$ cat src/rtl/ripple_carry_adder_pkg.sv
// Shared bit-level helpers for the ripple-carry adder and its full-adder cell.
package ripple_carry_adder_pkg;

  // Carry out of a full-adder cell: two-of-three majority.
  function automatic logic maj3(input logic a, input logic b, input logic c);
    maj3 = (a & b) | (a & c) | (b & c);
  endfunction

  function automatic logic fa_sum(input logic a, input logic b, input logic c);
    fa_sum = a ^ b ^ c;
  endfunction

endpackage

$ cat src/rtl/ripple_carry_adder_full_adder.sv
// One-bit full-adder cell, purely combinational; chained by the top into a ripple adder.
module full_adder
  import ripple_carry_adder_pkg::*;
(
  input  logic a,
  input  logic b,
  input  logic cin,
  output logic sum,
  output logic cout
);

  assign sum  = fa_sum(a, b, cin);
  assign cout = maj3(a, b, cin);

endmodule

$ cat src/rtl/ripple_carry_adder.sv
// WIDTH-bit ripple-carry adder with one registered output stage (sum, carry-out, overflow).
// Timing: x[0]/y[0]/c ripple through WIDTH carry cells into the C/V registers; constrain as O(WIDTH).
module ripple_carry_adder
  import ripple_carry_adder_pkg::*;
#(
  parameter int WIDTH = 4
) (
  input  logic             clk,
  input  logic             rst,
  input  logic [WIDTH-1:0] x,
  input  logic [WIDTH-1:0] y,
  input  logic             c,
  output logic [WIDTH-1:0] S,
  output logic             C,
  output logic             V
);

  localparam int MSB = WIDTH - 1;

  logic [WIDTH:0]   w_k;
  logic [WIDTH-1:0] w_s;
  logic             w_v;

  logic [WIDTH-1:0] r_s;
  logic             r_c;
  logic             r_v;

  assign w_k[0] = c;

  for (genvar i = 0; i < WIDTH; i++) begin : g_cell
    full_adder u_fa (
      .a    (x[i]),
      .b    (y[i]),
      .cin  (w_k[i]),
      .sum  (w_s[i]),
      .cout (w_k[i+1])
    );
  end

  // Signed overflow: carry into the MSB differs from carry out of it (for WIDTH=1 that is c vs k[1]).
  assign w_v = w_k[WIDTH] ^ w_k[MSB];

  always_ff @(posedge clk) begin
    if (rst) begin
      r_s <= '0;
      r_c <= 1'b0;
      r_v <= 1'b0;
    end else begin
      r_s <= w_s;
      r_c <= w_k[WIDTH];
      r_v <= w_v;
    end
  end

  assign S = r_s;
  assign C = r_c;
  assign V = r_v;

endmodule

$ cat config.mk
export PLATFORM = sky130hd
export DESIGN_NAME = ripple_carry_adder
export DESIGN_NICKNAME = d
export VERILOG_FILES = /design/src/rtl/ripple_carry_adder_pkg.sv /design/src/rtl/ripple_carry_adder_full_adder.sv /design/src/rtl/ripple_carry_adder.sv
export SDC_FILE = /design/constraint.sdc
export NUM_CORES = 1
export LEC_CHECK = 0
export ABC_AREA = 1
export BUFFER_PORTS_ARGS = -buffer_cell sky130_fd_sc_hd__clkbuf_2
export CAP_MARGIN = 25
export CORE_AREA = 2 2 39 41
export CTS_BUF_LIST = sky130_fd_sc_hd__clkbuf_8 sky130_fd_sc_hd__clkbuf_16
export DETAILED_ROUTE_END_ITERATION = 8
export DIE_AREA = 0 0 41 43
export PLACE_DENSITY = 0.47
export SLEW_MARGIN = 20
export SYNTH_ARGS = -nofsm -noshare
export SYNTH_HDL_FRONTEND = slang
export SYNTH_HIERARCHICAL = 1
export SYNTH_SLANG_ARGS = --single-unit
export TNS_END_PERCENT = 100
$ cat constraint.sdc
create_clock -name clk -period 2.7 [get_ports clk]
set_clock_uncertainty 0.1 [all_clocks]
set_input_delay 0.135 -clock clk [delete_from_list [all_inputs] [get_ports clk]]
set_output_delay 0.135 -clock clk [all_outputs]
set_load 0.01 [all_outputs]
==> flow_summary.toml <==
[outcome]
status = "complete, no violations"

[clock_network]
clockBufferDepth = 2
clock_sinks = 6
cts_resized = 0
cts_tree = "yes"
htree_levels = 1
hold_buffers = 0
clk_pin_slew_worst_paths_ns = 0.04
cts-root-buf = "clkbuf_8"
cts_setup_buffers = 0
cts-buffers-inserted = 3

[place]
pre_cts_slack_ns = 0.414
place_congestion = 0.694
hpwl_um = 362
io_buffers = 16

[worst_setup_path]
critPathMaxFanout = 3
critPathRequiredTime_ns = 2.71
endpoint = "V"
start_kind = "input port"
path_class = "in2reg"
arrival_ns = 2.06
worst_setup_path_end_kind = "flip-flop"
critPathLaunch = "x[0]"

[routing]
drtAntennaViolNets = 0
viasPerCell = 3.22
drt_pass1_iterations = 1
drt-initial-drc-count = 0
vias = 193
wl_per_cell_um = 6.68
drc = 0
wl_um = 401

[global_route]
grt_pass1_vias = 162
gr-usage-met2 = 0.0625
grt-busiest-layer = "met4"
track_usage = 0.0567
use_met1 = 0.0594
globalRouteOverflowTotal = 0
globalRouteMet3Util = 0.0157
grt_pass1_wl_um = 572
antenna_found_initial = 0
grt_start_max_net_pins = 7

[final_layout]
drive_gt1_frac = 0.455
finish.utilization = 0.288
num_antenna_cells = 0
final_nets = 61
area_delta_synth_final_pct = 54.9

[sta]
tns_ns = 0
slew_headroom = 0.912
finalHoldViolations = 0
rsz0062_at_grt = "no"
final-max-slew-violation-count = 0
finalWorstSetupSlack_ns = 0.649
clock.fmax_mhz = 488
fin_crit_ns = 2.05
setup_violations = 0
fin_crit_sh = 0.760
worst_slew_pin_slew_ns = 0.131

[run]
maxCapViolCount = 0

[floorplanning]
initial_core_util = 0.186
chipWidth_um = 41
die_h_um = 43
core_region_area_mm2 = 0.00138
die_area_mm2 = 0.00176
io_pins = 17
fp-row-count = 14

[synth]
synth_warnings = 6
syn_area_um2 = 258
syn_nets = 40
syn_inst = 25
ys_ff_latch = 6
seq_area_frac_synth = 0.466
avgSynthCellArea_um2 = 10.3
synth.distinct_cells = 7

[pwr]
p_leak_nw = 0.223
vdd.ir_drop.worst_v = 0.000134
power-per-cell-area_mw_per_mm2 = 696

[min_path]
min-delay-path-class = "in2reg"
==> layer usage <==
metal	wire, um	share of wire	vias up
met5	0	0	-
met4	14	0.035	0
met3	50	0.12	2
met2	163	0.41	13
met1	172	0.43	71
li1	-	-	107
==> kinds of logic (layout without fill, tap and decap cells) <==
kind of cell / after synthesis / in the layout / synth area share
compound gates: 1 / 1 / 0.0194
fa+ha+maj: 4 / 4 / 0.311
buf+inv: 7 / 26 / 0.102
flops: 6 / 6 / 0.466
simple gates: 7 / 7 / 0.102
==> final cells by class <==
type	instances	area (um^2)
fill	158	985
sequential	6	120
multi-input combinational	12	111
timing repair buffer	16	80.1
clock buffer	3	41.3
inverter	7	26.3
tap	16	20.0
==> critical path: stages <==
cell and delay (ns):
clkbuf_2 0.09, fa_1 0.42, fa_1 0.38, fa_1 0.43
fa_1 0.42, o21ai_1 0.13, nor2_1 0.04
==> worst min-delay path by stage <==
stage,startpoint,to,slack [ns],cells past startpoint
final,rst,S[1],0.06,2
after detailed placement,rst,S[1],0.30,2
after CTS,rst,S[1],0.07,2
after global placement,rst,S[1],0.29,2
after floorplan,rst,S[0],0.11,1
after global routing,rst,S[0],0.09,2
==> per-stage QoR <==
step	instances	cell area [um^2]	hold slack [ns]	total power (W)
3_3_place_gp	57	358	0.291	0.000150
6_report	60	399	0.0650	0.000278
5_1_grt	60	399	0.0896	0.000294
2_1_floorplan	25	258	0.106	0.000128
3_5_place_dp	57	358	0.295	0.000151
4_1_cts	60	399	0.0668	0.000283
==> synth_stat cells, drive strengths merged <==
cell,count,area share
o21ai,1,0.019
dfxtp,6,0.47
fa,4,0.31
nand2,1,0.015
inv,7,0.10
nor2,6,0.087
==> where the power goes <==
part / switching (W) / internal (W) / total (W)
registers: 0.00000204 / 0.0000992 / 0.000101
clock network: 0.0000346 / 0.0000954 / 0.000130
logic: 0.0000246 / 0.0000219 / 0.0000465
total: 0.0000612 / 0.000216 / 0.000278
==> cells in the final DEF (no fill, tap or decap), drive strengths merged <==
cell / count
clkbuf: 19
dfxtp: 6
fa: 4
inv: 7
nand2: 1
nor2: 6
o21ai: 1
==> registers in the layout, summed over array words and instances, names as in the netlist <==
register,flops
S,4
V,1
C,1
Note: power is estimated with default switching activity, not from simulation.
